===== src/rtl/llfifo_pop_scheduler_if.sv =====
// Bundle of the FIFO-side and stream-side signals of the pop scheduler.
//   count       : per-FIFO occupancy, field g = [(g+1)*LOG2_DEPTH-1 -: LOG2_DEPTH]
//   enable_mask : bit g=1 lets FIFO g be scheduled
//   fifo_q      : FIFO read data, valid the cycle after a pop
//   pop/pop_fifo: pop request and FIFO index (index is 0 when pop=0)
//   out_valid/out_ready/out_data/out_fifo : tagged output stream
// The master modport is the scheduler; the slave modport is its environment
// (the FIFO plus the downstream consumer).
interface llfifo_pop_scheduler_if #(
  parameter int WIDTH      = 8,
  parameter int DEPTH      = 32,
  parameter int FIFOS      = 8,
  parameter int LOG2_FIFOS = $clog2(FIFOS),
  parameter int LOG2_DEPTH = $clog2(DEPTH)
);
  logic [LOG2_DEPTH*FIFOS-1:0] count;
  logic [FIFOS-1:0]            enable_mask;
  logic [WIDTH-1:0]            fifo_q;
  logic                        pop;
  logic [LOG2_FIFOS-1:0]       pop_fifo;
  logic                        out_valid;
  logic                        out_ready;
  logic [WIDTH-1:0]            out_data;
  logic [LOG2_FIFOS-1:0]       out_fifo;

  modport master (
    input  count, enable_mask, fifo_q, out_ready,
    output pop, pop_fifo, out_valid, out_data, out_fifo
  );

  modport slave (
    output count, enable_mask, fifo_q, out_ready,
    input  pop, pop_fifo, out_valid, out_data, out_fifo
  );
endinterface


===== src/rtl/llfifo_pop_scheduler.sv =====
// Drain stage for the linked-list multi-FIFO.
// Picks a non-empty, enabled FIFO by round-robin, pops it, captures the
// one-cycle-late read data into a 3-entry tagged buffer and presents the
// buffer head on a valid/ready stream. Pops are throttled so that every
// popped item always has a buffer slot waiting for it.
// Ports:
//   clk : clock, all state on posedge
//   rst : synchronous active-high reset
//   bus : llfifo_pop_scheduler_if.master (count, enable_mask, fifo_q,
//         pop, pop_fifo, out_valid, out_ready, out_data, out_fifo)
module llfifo_pop_scheduler #(
  parameter int WIDTH      = 8,
  parameter int DEPTH      = 32,
  parameter int FIFOS      = 8,
  parameter int LOG2_FIFOS = $clog2(FIFOS),
  parameter int LOG2_DEPTH = $clog2(DEPTH)
) (
  input  logic                   clk,
  input  logic                   rst,
  llfifo_pop_scheduler_if.master bus
);

  localparam logic [LOG2_FIFOS:0]   FIFOS_EXT = (LOG2_FIFOS+1)'(FIFOS);
  localparam logic [LOG2_FIFOS-1:0] LAST_FIFO = LOG2_FIFOS'(FIFOS - 1);

  // Scheduler state
  logic [LOG2_FIFOS-1:0] rr_ptr_reg;
  logic                  inflight_reg;
  logic [LOG2_FIFOS-1:0] inflight_fifo_reg;

  // Output buffer state (3-entry circular buffer)
  logic [1:0]            rd_ptr_reg;
  logic [1:0]            wr_ptr_reg;
  logic [1:0]            occ_reg;
  logic [WIDTH-1:0]      buf_data_reg [0:2];
  logic [LOG2_FIFOS-1:0] buf_fifo_reg [0:2];

  logic [FIFOS-1:0]      eligible;
  logic                  grant_found;
  logic [LOG2_FIFOS-1:0] grant_idx;
  logic [LOG2_FIFOS:0]   idx_ext;
  logic [2:0]            pending;
  logic                  issue;
  logic                  capture;
  logic                  dequeue;

  function automatic logic [1:0] ptr_inc(input logic [1:0] p);
    return (p == 2'd2) ? 2'd0 : p + 2'd1;
  endfunction

  for (genvar gi = 0; gi < FIFOS; gi++) begin : g_elig
    assign eligible[gi] = bus.enable_mask[gi] &&
                          (bus.count[(gi+1)*LOG2_DEPTH-1 -: LOG2_DEPTH] != '0);
  end

  // First eligible FIFO at or after rr_ptr, modulo FIFOS. The index is
  // computed one bit wider so the wrap works for non-power-of-2 FIFOS.
  always_comb begin
    grant_found = 1'b0;
    grant_idx   = '0;
    idx_ext     = '0;
    for (int i = 0; i < FIFOS; i++) begin
      idx_ext = {1'b0, rr_ptr_reg} + (LOG2_FIFOS+1)'(i);
      if (idx_ext >= FIFOS_EXT) begin
        idx_ext = idx_ext - FIFOS_EXT;
      end
      if (!grant_found && eligible[idx_ext[LOG2_FIFOS-1:0]]) begin
        grant_found = 1'b1;
        grant_idx   = idx_ext[LOG2_FIFOS-1:0];
      end
    end
  end

  // Reserve a buffer slot for the item in flight as well as the ones
  // already stored; out_ready deliberately plays no part here so pop has
  // no combinational path from the consumer.
  assign pending = {1'b0, occ_reg} + {2'b00, inflight_reg};
  assign issue   = !rst && grant_found && (pending < 3'd3);

  assign bus.pop      = issue;
  assign bus.pop_fifo = issue ? grant_idx : '0;

  assign capture = inflight_reg;
  assign dequeue = (occ_reg != 2'd0) && bus.out_ready;

  assign bus.out_valid = (occ_reg != 2'd0);
  assign bus.out_data  = buf_data_reg[rd_ptr_reg];
  assign bus.out_fifo  = buf_fifo_reg[rd_ptr_reg];

  always_ff @(posedge clk) begin
    if (rst) begin
      rr_ptr_reg        <= '0;
      inflight_reg      <= 1'b0;
      inflight_fifo_reg <= '0;
      rd_ptr_reg        <= 2'd0;
      wr_ptr_reg        <= 2'd0;
      occ_reg           <= 2'd0;
    end else begin
      if (issue) begin
        rr_ptr_reg        <= (grant_idx == LAST_FIFO) ? '0 : grant_idx + LOG2_FIFOS'(1);
        inflight_reg      <= 1'b1;
        inflight_fifo_reg <= grant_idx;
      end else begin
        inflight_reg <= 1'b0;
      end

      if (capture) begin
        wr_ptr_reg <= ptr_inc(wr_ptr_reg);
      end
      if (dequeue) begin
        rd_ptr_reg <= ptr_inc(rd_ptr_reg);
      end

      case ({capture, dequeue})
        2'b10:   occ_reg <= occ_reg + 2'd1;
        2'b01:   occ_reg <= occ_reg - 2'd1;
        default: occ_reg <= occ_reg;
      endcase
    end
  end

  // Buffer payload needs no reset: entries are only read while occ covers them.
  // Gating with rst drops an item whose pop preceded the reset.
  always_ff @(posedge clk) begin
    if (capture && !rst) begin
      buf_data_reg[wr_ptr_reg] <= bus.fifo_q;
      buf_fifo_reg[wr_ptr_reg] <= inflight_fifo_reg;
    end
  end

endmodule


===== src/flat_wrapper.sv =====
// flat-port wrapper written by rule: the top's interface ports become plain ports
module llfifo_pop_scheduler_flat 
#(
  parameter int WIDTH      = 8,
  parameter int DEPTH      = 32,
  parameter int FIFOS      = 8,
  parameter int LOG2_FIFOS = $clog2(FIFOS),
  parameter int LOG2_DEPTH = $clog2(DEPTH)
)
  (clk, rst, bus_count, bus_enable_mask, bus_fifo_q, bus_out_ready, bus_pop, bus_pop_fifo, bus_out_valid, bus_out_data, bus_out_fifo);
  llfifo_pop_scheduler_if #(.WIDTH(WIDTH), .DEPTH(DEPTH), .FIFOS(FIFOS), .LOG2_FIFOS(LOG2_FIFOS), .LOG2_DEPTH(LOG2_DEPTH)) bus_i ();
  input  logic clk;
  input  logic rst;
  input wire logic [$bits(bus_i.count)-1:0] bus_count;
  input wire logic [$bits(bus_i.enable_mask)-1:0] bus_enable_mask;
  input wire logic [$bits(bus_i.fifo_q)-1:0] bus_fifo_q;
  input wire logic [$bits(bus_i.out_ready)-1:0] bus_out_ready;
  output wire logic [$bits(bus_i.pop)-1:0] bus_pop;
  output wire logic [$bits(bus_i.pop_fifo)-1:0] bus_pop_fifo;
  output wire logic [$bits(bus_i.out_valid)-1:0] bus_out_valid;
  output wire logic [$bits(bus_i.out_data)-1:0] bus_out_data;
  output wire logic [$bits(bus_i.out_fifo)-1:0] bus_out_fifo;
  assign bus_i.count = bus_count;
  assign bus_i.enable_mask = bus_enable_mask;
  assign bus_i.fifo_q = bus_fifo_q;
  assign bus_i.out_ready = bus_out_ready;
  assign bus_pop = bus_i.pop;
  assign bus_pop_fifo = bus_i.pop_fifo;
  assign bus_out_valid = bus_i.out_valid;
  assign bus_out_data = bus_i.out_data;
  assign bus_out_fifo = bus_i.out_fifo;
  llfifo_pop_scheduler #(.WIDTH(WIDTH), .DEPTH(DEPTH), .FIFOS(FIFOS), .LOG2_FIFOS(LOG2_FIFOS), .LOG2_DEPTH(LOG2_DEPTH)) u_core (.clk(clk), .rst(rst), .bus(bus_i));
endmodule

===== config.mk =====
export PLATFORM = sky130hd
export DESIGN_NAME = llfifo_pop_scheduler_flat
export DESIGN_NICKNAME = d
export VERILOG_FILES = /design/src/rtl/llfifo_pop_scheduler_if.sv /design/src/rtl/llfifo_pop_scheduler.sv /design/src/flat_wrapper.sv
export SDC_FILE = /design/constraint.sdc
export NUM_CORES = 1
export LEC_CHECK = 0
export BUFFER_PORTS_ARGS = -buffer_cell sky130_fd_sc_hd__buf_2
export CAP_MARGIN = 20
export CORE_AREA = 2 2 87 89
export DETAILED_ROUTE_END_ITERATION = 8
export DIE_AREA = 0 0 89 91
export PLACE_DENSITY = 0.72
export SLEW_MARGIN = 10
export SYNTH_ARGS = -nofsm -noshare
export SYNTH_HDL_FRONTEND = slang
export SYNTH_SLANG_ARGS = --single-unit

===== constraint.sdc =====
create_clock -name clk -period 5.8 [get_ports clk]
set_input_delay 0.29 -clock clk [delete_from_list [all_inputs] [get_ports clk]]
set_output_delay 0.29 -clock clk [all_outputs]
set_load 0.05 [all_outputs]

# Word level (Yosys, flattened, before mapping)
# Memory sizes are Yosys's and may differ from the RTL's. A register that Yosys moved wholly into a read port is not among the register bits.
# Index checks and enable logic that the tools add are counted.
[op_classes]
n_addsub = 21
order_cmp = 17
eq_ne = 5
n_mux = 52
n_reduce_logical = 37
[ops]
columns = ["cell", "count"]
rows = [
  ["3-bit 2-to-1 mux", 18],
  ["5-bit nonzero test", 8],
  ["3-bit by 4-bit less-than comparator with 1-bit output, second input constant", 8],
  ["4-bit >= comparator, second input constant", 7],
  ["1-bit binary-select mux with 3-bit select", 8],
  ["3-bit by 1-bit subtractor with 3-bit output, second input constant", 8],
  ["1-bit logical AND", 19],
  ["1-bit 2-to-1 mux", 19],
  ["3-bit by 3-bit adder with 4-bit output, second input constant", 4],
  ["2-bit 2-to-1 mux", 6],
  ["3-bit by 2-bit adder with 4-bit output, second input constant", 2],
  ["1-bit zero test", 8],
  ["2-bit by 1-bit adder with 2-bit output, second input constant", 3],
  ["2-bit == test, second input constant", 3],
  ["3-bit by 1-bit adder with 4-bit output, second input constant", 1],
  ["3-bit by 4-bit >= comparator with 1-bit output, second input constant", 1],
  ["2-bit case mux with 2 select lines", 1],
  ["2-bit nonzero test", 2],
  ["2-bit by 1-bit adder with 3-bit output", 1],
  ["3-bit by 1-bit adder with 3-bit output, second input constant", 1],
  ["3-bit == test, second input constant", 1],
  ["3-bit by 2-bit less-than comparator with 1-bit output, second input constant", 1],
  ["2-bit by 1-bit == test with 1-bit output, second input constant", 1],
  ["2-bit by 1-bit subtractor with 2-bit output, second input constant", 1],
]
[word_totals]
ff_bits = 13
ram_bits = 33
out_inout_bits = 16
memories = 2
[mem_list]
columns = ["memory", "depth", "word_bits", "rd", "rd_clocked_by_memory_dff", "wr", "line_no", "rtl"]
rows = [
  ["u_core.buf_data_reg", 3, 8, 1, 1, 1, "llfifo_pop_scheduler.sv:35", "logic [WIDTH-1:0] buf_data_reg [0:2];"],
  ["u_core.buf_fifo_reg", 3, 3, 1, 1, 1, "llfifo_pop_scheduler.sv:36", "logic [LOG2_FIFOS-1:0] buf_fifo_reg [0:2];"],
]

# Depth between registers and ports, before layout
# Gate-level depths: netlist of run 1.
[depth]
word_depth = 29
depth_mapped = 16

# Worst setup path after synthesis of run 1
# Ideal clock, no wire load.
[synth_path]
path_kind = "register to output"
startpoint = "register u_core.rr_ptr_reg[0]"
endpoint = "output bus_pop_fifo[1]"
t_arrival_ns = 3.423
slack_ns = 2.087
stages_incl_launch_ff = 13
n_path_buf = 3
path_cell_list = "dfxtp_1 inv_1 clkbuf_8 clkbuf_8 ha_1 xnor2_1 clkbuf_1 mux2i_1 o22ai_1 a221oi_1 o41ai_4 inv_2 and2_1"
[synth_via]
elab_chain_cells = 29
word_cells_on_any_way = 80
[synth_lines]
columns = ["element", "line_no", "rtl"]
rows = [
  ["start, declared", "llfifo_pop_scheduler.sv:27", "logic [LOG2_FIFOS-1:0] rr_ptr_reg;"],
  ["start signal, assigned", "llfifo_pop_scheduler.sv:100", "rr_ptr_reg <= (grant_idx == LAST_FIFO) ? '0 : grant_idx + LOG2_FIFOS'(1);"],
  ["parallel branches: the longest is 25 deep, another holds 3-bit by 1-bit adder with 4-bit output", "n/a", ""],
  ["1-bit 2-to-1 mux *", "llfifo_pop_scheduler.sv:67", "if (!grant_found && eligible[idx_ext[LOG2_FIFOS-1:0]]) begin"],
  ["1-bit logical AND * (2 in series)", "llfifo_pop_scheduler.sv:78", "assign issue = !rst && grant_found && (pending < 3'd3);"],
  ["via bus_pop", "flat_wrapper.sv:18", "output wire logic [$bits(bus_i.pop)-1:0] bus_pop;"],
  ["3-bit 2-to-1 mux *", "llfifo_pop_scheduler.sv:81", "assign bus.pop_fifo = issue ? grant_idx : '0;"],
  ["end, declared", "flat_wrapper.sv:19", "output wire logic [$bits(bus_i.pop_fifo)-1:0] bus_pop_fifo;"],
]
# Mark *: on every way through the listed nets, which the timed path passes. The select of a mux whose other input is x is not followed.

# Final worst setup path of run 1
[layout_path]
startpoint = "register u_core.rr_ptr_reg[1]"
endpoint = "output bus_pop_fifo[0]"
[layout_via]
word_cells_on_any_way = 80
[layout_lines]
columns = ["element", "line_no", "rtl"]
rows = [
  ["parallel branches: the longest is 25 deep, another holds 3-bit by 1-bit adder with 4-bit output", "n/a", ""],
  ["3-bit 2-to-1 mux *", "llfifo_pop_scheduler.sv:67", ""],
  ["via u_core.grant_idx[0]", "llfifo_pop_scheduler.sv:40", "logic [LOG2_FIFOS-1:0] grant_idx;"],
  ["3-bit 2-to-1 mux *", "llfifo_pop_scheduler.sv:81", ""],
]
# Marked as above.

==> results of run 1 <==
kinds of logic after synthesis:
family / count (synthesis) / share of synthesized area, %
xor+xnor: 6 / 1.96
flops: 48 / 37.4
fa+ha+maj: 6 / 2.18
compound gates: 102 / 22.3
buf+inv: 26 / 4.64
mux: 36 / 16.9
simple gates: 95 / 14.6
power breakdown:
| part | internal [W] | switching [W] |
|---|---|---|
| combinational | 0.000501 | 0.000776 |
| clock | 0.0000847 | 0.000103 |
| sequential | 0.000427 | 0.0000513 |
| total | 0.00101 | 0.000930 |
metrics by stage:
step                worst slack, ns  total power (W)
global placement               2.02          0.00172
finish                         1.57          0.00194
global route                   1.38          0.00206
CTS                            1.62          0.00193
floorplan                      2.09          0.00148
detailed placement             1.95          0.00174
critical path: cells and delay by family (launching register included):
| family | cells | cell delay, ns |
|---|---|---|
| muxes | 1 | 0.56 |
| and+or+nand+nor | 2 | 0.42 |
| buffers and inverters | 3 | 0.72 |
| AOI/OAI and AO/OA | 3 | 0.81 |
| xor gates and xnor gates | 1 | 0.14 |
| DFF | 1 | 0.73 |
| adders and majority gates | 1 | 0.26 |
Yosys cell counts (3+ instances only):
| cell type | n |
|---|---|
| a21oi_1 | 12 |
| nor2_1 | 24 |
| inv_1 | 5 |
| clkbuf_1 | 7 |
| or3_1 | 3 |
| or4_4 | 6 |
| o21ai_2 | 3 |
| clkbuf_8 | 5 |
| edfxtp_1 | 33 |
| and3_2 | 3 |
| nor3b_1 | 3 |
| o21a_1 | 7 |
| a211oi_1 | 5 |
| mux4_1 | 9 |
| a31oi_1 | 6 |
| and2_1 | 4 |
| o211ai_1 | 8 |
| dfxtp_1 | 15 |
| nor3_1 | 6 |
| mux2i_1 | 20 |
| nand2_1 | 31 |
| o21ai_0 | 24 |
| buf_4 | 3 |
| a221oi_1 | 3 |
| a22oi_1 | 4 |
| o21ai_1 | 5 |
| ha_1 | 6 |
| mux4_2 | 6 |
cell type report:
cell class              instances  share of cell area [%]
flip-flops and latches         48                    32.4
multi-input cells             245                    50.2
well taps                      99                    3.11
clock buffers                   6                    1.82
inverters                       8                   0.754
clock inverters                 2                   0.283
repair buffers                 85                    11.4
metal layers:
layer | vias to the layer above | global-route usage [%]
met5 | - | 0
li1 | 1406 | -
met4 | 0 | 5.10
met2 | 132 | 33.0
met3 | 14 | 4.36
met1 | 1336 | 28.0
cells in the final DEF, fill, tap and decap left out, types with 4 or more instances in the layout:
cell	instances
buf_4	11
inv_1	5
edfxtp_1	33
clkbuf_8	5
a22oi_1	4
o21a_1	7
a211oi_1	5
nor2_1	24
dfxtp_1	15
mux4_1	9
buf_2	74
o21ai_1	5
a21oi_1	12
mux4_2	6
nor3_1	6
or4_4	6
and2_1	4
mux2i_1	20
nand2_1	31
o21ai_0	24
a31oi_1	6
ha_1	6
o211ai_1	8
final timing paths:
path                                                       endpoint  slack, ns                                      from
worst min register to register  u_core.buf_fifo_reg[0][2]$_DFFE_PP_       0.50  u_core.inflight_fifo_reg[2]$_SDFFE_PP0P_
worst max register to register    u_core.rr_ptr_reg[0]$_SDFFE_PP0P_       1.92         u_core.rr_ptr_reg[1]$_SDFFE_PP0P_
worst max-delay path                                bus_pop_fifo[0]       1.57         u_core.rr_ptr_reg[1]$_SDFFE_PP0P_
worst min-delay path            u_core.buf_data_reg[2][6]$_DFFE_PP_       0.19                             bus_fifo_q[6]
==> impl_metrics.env, run 1 <==
export IMPL_status="complete, no violations"
export IMPL_slowest_stage="dfxtp_1"
export IMPL_die_w_um=89
export IMPL_synth_area_top_cells="edfxtp_1 (29%), dfxtp_1 (8.7%), mux4_1 (6.9%)"
export IMPL_setup_viol=0
export IMPL_placed_area_um2=3900
export IMPL_first_pass_iters=5
export IMPL_drive_gt1_share_pct=33.5
export IMPL_cts_repair_resized=0
export IMPL_path_max_fanout=15
export IMPL_grt_pass1_vias=2813
export IMPL_clk_latency_ns=0.29
export IMPL_regArea_um2=1290
export IMPL_finalSetupTns_ns=0
export IMPL_coreArea_um2=7140
export IMPL_ys_seq_area_share_pct=37.4
export IMPL_drv_slew=0
export IMPL_routed_wl_um=7990
export IMPL_maxUsedRoutingLayer="met4"
export IMPL_drt_iter0_drc=228
export IMPL_ys_types=70
export IMPL_drc=0
export IMPL_wl_met3_um=577
export IMPL_yosys_warnings=0
export IMPL_die_y_um=91
export IMPL_synth_async_reset_ratio_pct=0
export IMPL_synth_flop_cell="edfxtp_1"
export IMPL_grt_usage_pct=20.5
export IMPL_synth_avg_cell_area_um2=10.8
export IMPL_rsz0062_at_grt="no"
export IMPL_syn_to_final_growth_pct=15.4
export IMPL_cts_hold_buffers_added=0
export IMPL_hp_class="input port to flip-flop"
export IMPL_clockBufferDepth=2
export IMPL_finClkSkew_ns=0.0146
export IMPL_finalCriticalPeriod_ns=4.23
export IMPL_dpl_hpwl_um=5850
export IMPL_clockRootBuffer="clkbuf_8"
export IMPL_reg2reg_depth=13
export IMPL_cp_slowest_stage_delay_ns=0.73
export IMPL_dieArea_um2=8100
export IMPL_synth_top_cell_by_area="edfxtp_1"
export IMPL_p_per_area_nw_per_um2=488
export IMPL_vdd_drop_max_uv=216
export IMPL_final_nets=458
export IMPL_ant_nets=0
export IMPL_worstPathArrival_ns=3.94
export IMPL_largest_reg_flops=24
export IMPL_num_antenna_cells=0
export IMPL_start_util_pct=48.4
export IMPL_cts_buffers=5
export IMPL_synth_fp_nets=384
export IMPL_period_share_pct=72.9
export IMPL_gp_congestion=0.987
export IMPL_num_rows=31
export IMPL_hold_viol=0
export IMPL_grt_max_degree=24
export IMPL_wl_met2_um=3810
export IMPL_synth_cells=319
export IMPL_viasPerCell=5.86
export IMPL_start_kind="flip-flop"
export IMPL_num_vias=2888
export IMPL_synth_seq_cells=48
export IMPL_worst_ep_required_time_ns=5.51
export IMPL_power_leakage_nw=1.51
export IMPL_placedCellCount=485
export IMPL_final_cells=493
export IMPL_wl_per_cell_um=16.2
export IMPL_whs_ns=0.189
export IMPL_antenna_found_initial=0
export IMPL_htree_levels=2
export IMPL_multiInputGateArea_um2=2000
export IMPL_post_cts_repair_setup_buffers=0
export IMPL_critPathCaptureType="primary output"
export IMPL_n_fill_cell=632
export IMPL_synth_top_area_share_pct=28.7
export IMPL_wl_met1_um=3470
export IMPL_io_pins=75
export IMPL_crit_type="flip-flop to primary output"
export IMPL_fmax_mhz=236
export IMPL_grt_ovfl_total=0
export IMPL_synth_area_um2=3450
export IMPL_fin_area_um2=3980
export IMPL_cap_violations=0
export IMPL_clock_sinks=48
export IMPL_cts_tree="done"
export IMPL_fin_util_pct=55.8
export IMPL_path_clk_slew_ns=0.09
export IMPL_min_path_cells=1
export IMPL_synth_enable_flop_cells=33
export IMPL_worst_pin_slew_ns=0.876
export IMPL_io_buffers=74
export IMPL_slew_headroom_pct=41.2
export IMPL_grt_pass1_wl_um=13200
export IMPL_path_cells="inv_2 -> ha_1 -> xnor2_1 -> buf_4 -> mux4_1 -> and3_2 -> o211ai_4 -> o21ai_0 -> a211oi_2 -> and2_1 -> buf_2"
(Power assumes the default switching activity.)
==> inputs of run 2 (changes only) <==
- PLACE_DENSITY: 0.72 -> 0.75
- clock period: 5.8 -> 3.55 ns (I/O delays scaled with it)
==> impl_metrics.env, run 2 (synthesized netlist as in run 1, its figures left out) <==
export IMPL_power_leakage_nw=1.63
export IMPL_drt_iter0_drc=319
export IMPL_path_clk_slew_ns=0.10
export IMPL_r2r_end="u_core.rr_ptr_reg[2]$_SDFFE_PP0P_"
export IMPL_vdd_drop_max_uv=410
export IMPL_slew_headroom_pct=57.6
export IMPL_status="complete, no violations"
export IMPL_cap_violations=0
export IMPL_grt_pass1_wl_um=13600
export IMPL_die_w_um=89
export IMPL_path_cells="inv_1 -> ha_1 -> xnor2_2 -> mux4_1 -> and3_2 -> o211ai_4 -> a31oi_1 -> a21oi_1 -> o32ai_2 -> and2_1 -> buf_4"
export IMPL_regToRegSetupSlack_ns=0.25
export IMPL_htree_levels=2
export IMPL_finalCriticalPeriod_ns=3.41
export IMPL_ant_nets=0
export IMPL_reg2reg_depth=12
export IMPL_clockRootBuffer="clkbuf_8"
export IMPL_min_to="u_core.buf_data_reg[2][5]$_DFFE_PP_"
export IMPL_final_cells=509
export IMPL_n_fill_cell=620
export IMPL_fmax_mhz=293
export IMPL_regArea_um2=1290
export IMPL_num_vias=3072
export IMPL_clockBufferDepth=2
export IMPL_placedCellCount=496
export IMPL_drc=0
export IMPL_dieArea_um2=8100
export IMPL_cts_hold_buffers_added=0
export IMPL_final_nets=474
export IMPL_io_pins=75
export IMPL_die_y_um=91
export IMPL_wl_met2_um=4220
export IMPL_layout_common_cells="buf_2 (72), edfxtp_1 (33), nand2_1 (31)"
export IMPL_drive_gt1_share_pct=38.0
export IMPL_wl_per_cell_um=16.6
export IMPL_cp_slowest_stage_delay_ns=0.58
export IMPL_dpl_hpwl_um=6100
export IMPL_io_buffers=74
export IMPL_hold_viol=0
export IMPL_grt_max_degree=23
export IMPL_gp_congestion=0.960
export IMPL_clk_latency_ns=0.29
export IMPL_coreArea_um2=7140
export IMPL_num_antenna_cells=0
export IMPL_p_per_area_nw_per_um2=847
export IMPL_min_path_cells=1
export IMPL_antenna_found_initial=0
export IMPL_grt_usage_pct=20.8
export IMPL_routed_wl_um=8430
export IMPL_largest_reg_flops=24
export IMPL_worst_pin_slew_ns=0.636
export IMPL_total_power_w=0.00357
export IMPL_slowest_stage="mux4_1"
export IMPL_whs_ns=0.0778
export IMPL_hp_start="bus_fifo_q[5]"
export IMPL_grt_pass1_vias=2997
export IMPL_setup_viol=0
export IMPL_cts_tree="done"
export IMPL_num_rows=31
export IMPL_layout_commonest_cell="buf_2"
export IMPL_start_kind="flip-flop"
export IMPL_maxUsedRoutingLayer="met4"
export IMPL_setup_worst_path_start="u_core.rr_ptr_reg[0]$_SDFFE_PP0P_"
export IMPL_critPathCaptureType="primary output"
export IMPL_period_share_pct=96.0
export IMPL_cts_buffers=5
export IMPL_worstPathArrival_ns=3.23
export IMPL_worst_ep_required_time_ns=3.37
export IMPL_worstReg2RegStart="u_core.rr_ptr_reg[0]$_SDFFE_PP0P_"
export IMPL_clock_sinks=48
export IMPL_multiInputGateArea_um2=2050
export IMPL_grt_ovfl_total=0
export IMPL_crit_type="flip-flop to primary output"
export IMPL_finClkSkew_ns=0.0148
export IMPL_drv_slew=0
export IMPL_hp_class="input port to flip-flop"
export IMPL_wl_met1_um=3310
export IMPL_viasPerCell=6.04
export IMPL_syn_to_final_growth_pct=22.2
export IMPL_first_pass_iters=5
export IMPL_finalSetupTns_ns=0
export IMPL_path_max_fanout=7
export IMPL_wl_met3_um=605
export IMPL_start_util_pct=48.4
run 2: changes by cell type in the layout (fill, tap and decap cells not counted), sizes merged:
cell    change
buf        +15
bufinv      +2
clkinv      -1
run 2: what timing repair did:
| item | 4_1_cts | 5_1_grt |
|---|---|---|
| setup endpoints to repair | 1 | 3 |
| gates resized for setup | 1 | 14 |
| buffers inserted | 0 | 5 |
| pin swaps | 1 | 5 |
run 2: worst max-delay path, delay by kind of cell (launching register included):
kind	cells	cell delay, ns
and+or+nand+nor	2	0.44
AOI/OAI and AO/OA	4	0.80
adders and majority gates	1	0.23
xor gates and xnor gates	1	0.26
muxes	1	0.58
DFF	1	0.37
buffers and inverters	2	0.27
run 2: routing by layer:
metal / up-vias / track usage [%]
met5: - / 0
li1: 1440 / -
met1: 1443 / 25.2
met4: 0 / 8.46
met3: 29 / 3.73
met2: 160 / 35.9
run 2: cell type report:
cell class	count	share of cell area [%]
Tap cell	99	2.94
Clock buffer	5	1.63
Timing Repair Buffer	101	13.9
Inverter	8	0.712
Multi-Input combinational cell	245	48.5
Clock inverter	3	1.63
Sequential cell	48	30.7
run 2: power by group:
group / leakage [nW] / switching [W] / internal, W / total, W
Clock: 0.0687 / 0.000181 / 0.000283 / 0.000464
Sequential: 0.427 / 0.0000942 / 0.000700 / 0.000794
Combinational: 1.13 / 0.00135 / 0.000968 / 0.00231
Total: 1.63 / 0.00162 / 0.00195 / 0.00357
run 2: worst max-delay path by stage:
stage / endpoint / depth (start not counted)
global placement: bus_pop_fifo[0] / 10
CTS: bus_pop_fifo[0] / 10
finish: bus_pop_fifo[1] / 11
global route: bus_pop_fifo[0] / 10
detailed placement: u_core.rr_ptr_reg[2]$_SDFFE_PP0P_ / 12
floorplan: bus_pop_fifo[1] / 13
run 2: stage by stage:
stage	util, %	area [um^2]	setup slack [ns]
global route	59.1	4220	-0.0158
floorplan	-	3460	0.0251
global placement	55.9	3990	0.333
finish	59.1	4220	0.142
detailed placement	55.9	3990	0.275
CTS	57.8	4130	0.0170
==> inputs of run 3 (changes only) <==
- CORE_AREA: 2 2 87 89 -> 2 2 71 107
- DIE_AREA: 0 0 89 91 -> 0 0 73 109
- PLACE_DENSITY: 0.75 -> 0.76
==> impl_metrics.env, run 3 (synthesized netlist as in run 1, its figures left out) <==
export IMPL_status="complete, no violations"
export IMPL_pre_cts_slack_ns=0.153
export IMPL_syn_to_final_growth_pct=21.4
export IMPL_start_kind="flip-flop"
export IMPL_worst_ep_required_time_ns=3.37
export IMPL_start_util_pct=48.7
export IMPL_ant_nets=0
export IMPL_finalCriticalPeriod_ns=3.43
export IMPL_die_y_um=109
export IMPL_grt_usage_pct=23.2
export IMPL_fmax_mhz=292
export IMPL_cap_violations=0
export IMPL_crit_type="flip-flop to primary output"
export IMPL_viasPerCell=6.22
export IMPL_worst_pin_slew_ns=0.669
export IMPL_die_w_um=73
export IMPL_clockBufferDepth=2
export IMPL_critPathCaptureType="primary output"
export IMPL_layout_commonest_cell="buf_2"
export IMPL_finalSetupTns_ns=0
export IMPL_clkPwrFrac_pct=10.6
export IMPL_p_per_area_nw_per_um2=840
export IMPL_drv_slew=0
export IMPL_r2r_end="u_core.rr_ptr_reg[0]$_SDFFE_PP0P_"
export IMPL_num_antenna_cells=0
export IMPL_io_pins=75
export IMPL_largest_reg_flops=24
export IMPL_clock_sinks=48
export IMPL_total_power_w=0.00352
export IMPL_p_switching_w=0.00165
export IMPL_power_leakage_nw=1.63
export IMPL_worstReg2RegStart="u_core.rr_ptr_reg[0]$_SDFFE_PP0P_"
export IMPL_antenna_found_initial=0
export IMPL_num_rows=38
export IMPL_coreArea_um2=7080
export IMPL_intPower_w=0.00187
export IMPL_period_share_pct=96.5
export IMPL_grt_pass1_vias=2866
export IMPL_worstSetupPathDepth=10
export IMPL_hold_viol=0
export IMPL_whs_ns=0.0849
export IMPL_dpl_hpwl_um=7080
export IMPL_gp_congestion=0.988
export IMPL_htree_levels=2
export IMPL_finClkSkew_ns=0.00376
export IMPL_seqPwrFrac_pct=22.6
export IMPL_wl_per_cell_um=18.6
export IMPL_cts_tree="done"
export IMPL_hp_class="input port to flip-flop"
export IMPL_final_nets=478
export IMPL_endpoint="bus_pop_fifo[1]"
export IMPL_p_comb_share_pct=66.8
export IMPL_drive_gt1_share_pct=38.4
export IMPL_swShare_pct=46.8
export IMPL_worstPathArrival_ns=3.25
export IMPL_io_buffers=74
export IMPL_placedCellCount=484
export IMPL_final_cells=494
export IMPL_cp_slowest_stage_delay_ns=0.66
export IMPL_clockRootBuffer="clkbuf_8"
export IMPL_path_cells="ha_2 -> xnor2_4 -> mux4_1 -> nor3_1 -> o21ai_0 -> a31oi_1 -> a211oi_2 -> o32ai_2 -> and2_1 -> clkbuf_4"
export IMPL_path_max_fanout=6
export IMPL_num_vias=3073
export IMPL_regToRegSetupSlack_ns=0.34
export IMPL_setup_worst_path_start="u_core.rr_ptr_reg[1]$_SDFFE_PP0P_"
export IMPL_cts_buffers=5
export IMPL_drt_iter0_drc=115
export IMPL_setup_viol=0
export IMPL_slowest_stage="mux4_1"
export IMPL_grt_ovfl_total=0
export IMPL_layout_common_cells="buf_2 (72), edfxtp_1 (33), nand2_1 (31), buf_4 (31), nor2_1 (24)"
export IMPL_reg2reg_depth=14
export IMPL_clk_latency_ns=0.29
export IMPL_crit_family="compound AO/OA/AOI/OAI gates"
export IMPL_routed_wl_um=9180
export IMPL_path_clk_slew_ns=0.08
export IMPL_fin_ws_ns=0.125
export IMPL_first_pass_iters=5
export IMPL_rsz0062_at_grt="yes"
export IMPL_grt_max_degree=23
export IMPL_cts_hold_buffers_added=0
export IMPL_grt_pass1_wl_um=14200
export IMPL_drc=0
export IMPL_slew_headroom_pct=55.3
export IMPL_path_buf_inv=1
export IMPL_dieArea_um2=7960
export IMPL_vdd_drop_max_uv=365
==> run 3: routing by layer <==
layer / global-route usage, % / wire length, um / vias up
met5: 0 / 0 / -
li1: - / - / 1449
met4: 10.8 / 419 / 0
met3: 1.85 / 455 / 30
met1: 24.5 / 3290 / 1450
met2: 44.8 / 5010 / 144
==> run 3: stage by stage <==
stage          utilization (%)  cell area, um^2
4_1_cts                   58.6             4150
6_report                  59.1             4190
5_1_grt                   59.1             4190
2_1_floorplan                -             3460
3_5_place_dp              56.7             4020
3_3_place_gp              56.7             4020
==> run 3: worst min path at each step <==
stage | from | to | slack, ns | cells past startpoint
finish | bus_fifo_q[5] | u_core.buf_data_reg[0][5]$_DFFE_PP_ | 0.08 | 1
global route | bus_fifo_q[1] | u_core.buf_data_reg[0][1]$_DFFE_PP_ | 0.09 | 1
CTS | bus_fifo_q[2] | u_core.buf_data_reg[1][2]$_DFFE_PP_ | 0.08 | 1
detailed placement | bus_fifo_q[2] | u_core.buf_data_reg[2][2]$_DFFE_PP_ | 0.39 | 1
global placement | bus_fifo_q[1] | u_core.buf_data_reg[2][1]$_DFFE_PP_ | 0.38 | 1
floorplan | bus_fifo_q[0] | u_core.buf_data_reg[0][0]$_DFFE_PP_ | 0.28 | 0
==> run 3: final cells by class <==
class | count | area (um^2)
clock buffers | 7 | 76.3
clock inverters | 1 | 30.0
repair buffers | 105 | 608
fillers | 580 | 2900
inverters | 8 | 30.0
well taps | 80 | 100
multi-input cells | 245 | 2050
flip-flops and latches | 48 | 1290
==> run 3: power groups by stage <==
stage | clock network [W] | registers, W | logic [W]
final | 0.000374 | 0.000794 | 0.00235
after global routing | 0.000394 | 0.000809 | 0.00251
after CTS | 0.000378 | 0.000793 | 0.00225
after detailed placement | 0 | 0.000800 | 0.00220
after global placement | 0 | 0.000794 | 0.00221
after floorplan | 0 | 0.000759 | 0.00167
==> run 3: timing repair <==
action	CTS	global route
resized for setup	4	10
buffers inserted	1	1
pin swaps	1	4
setup endpoints to repair	2	5
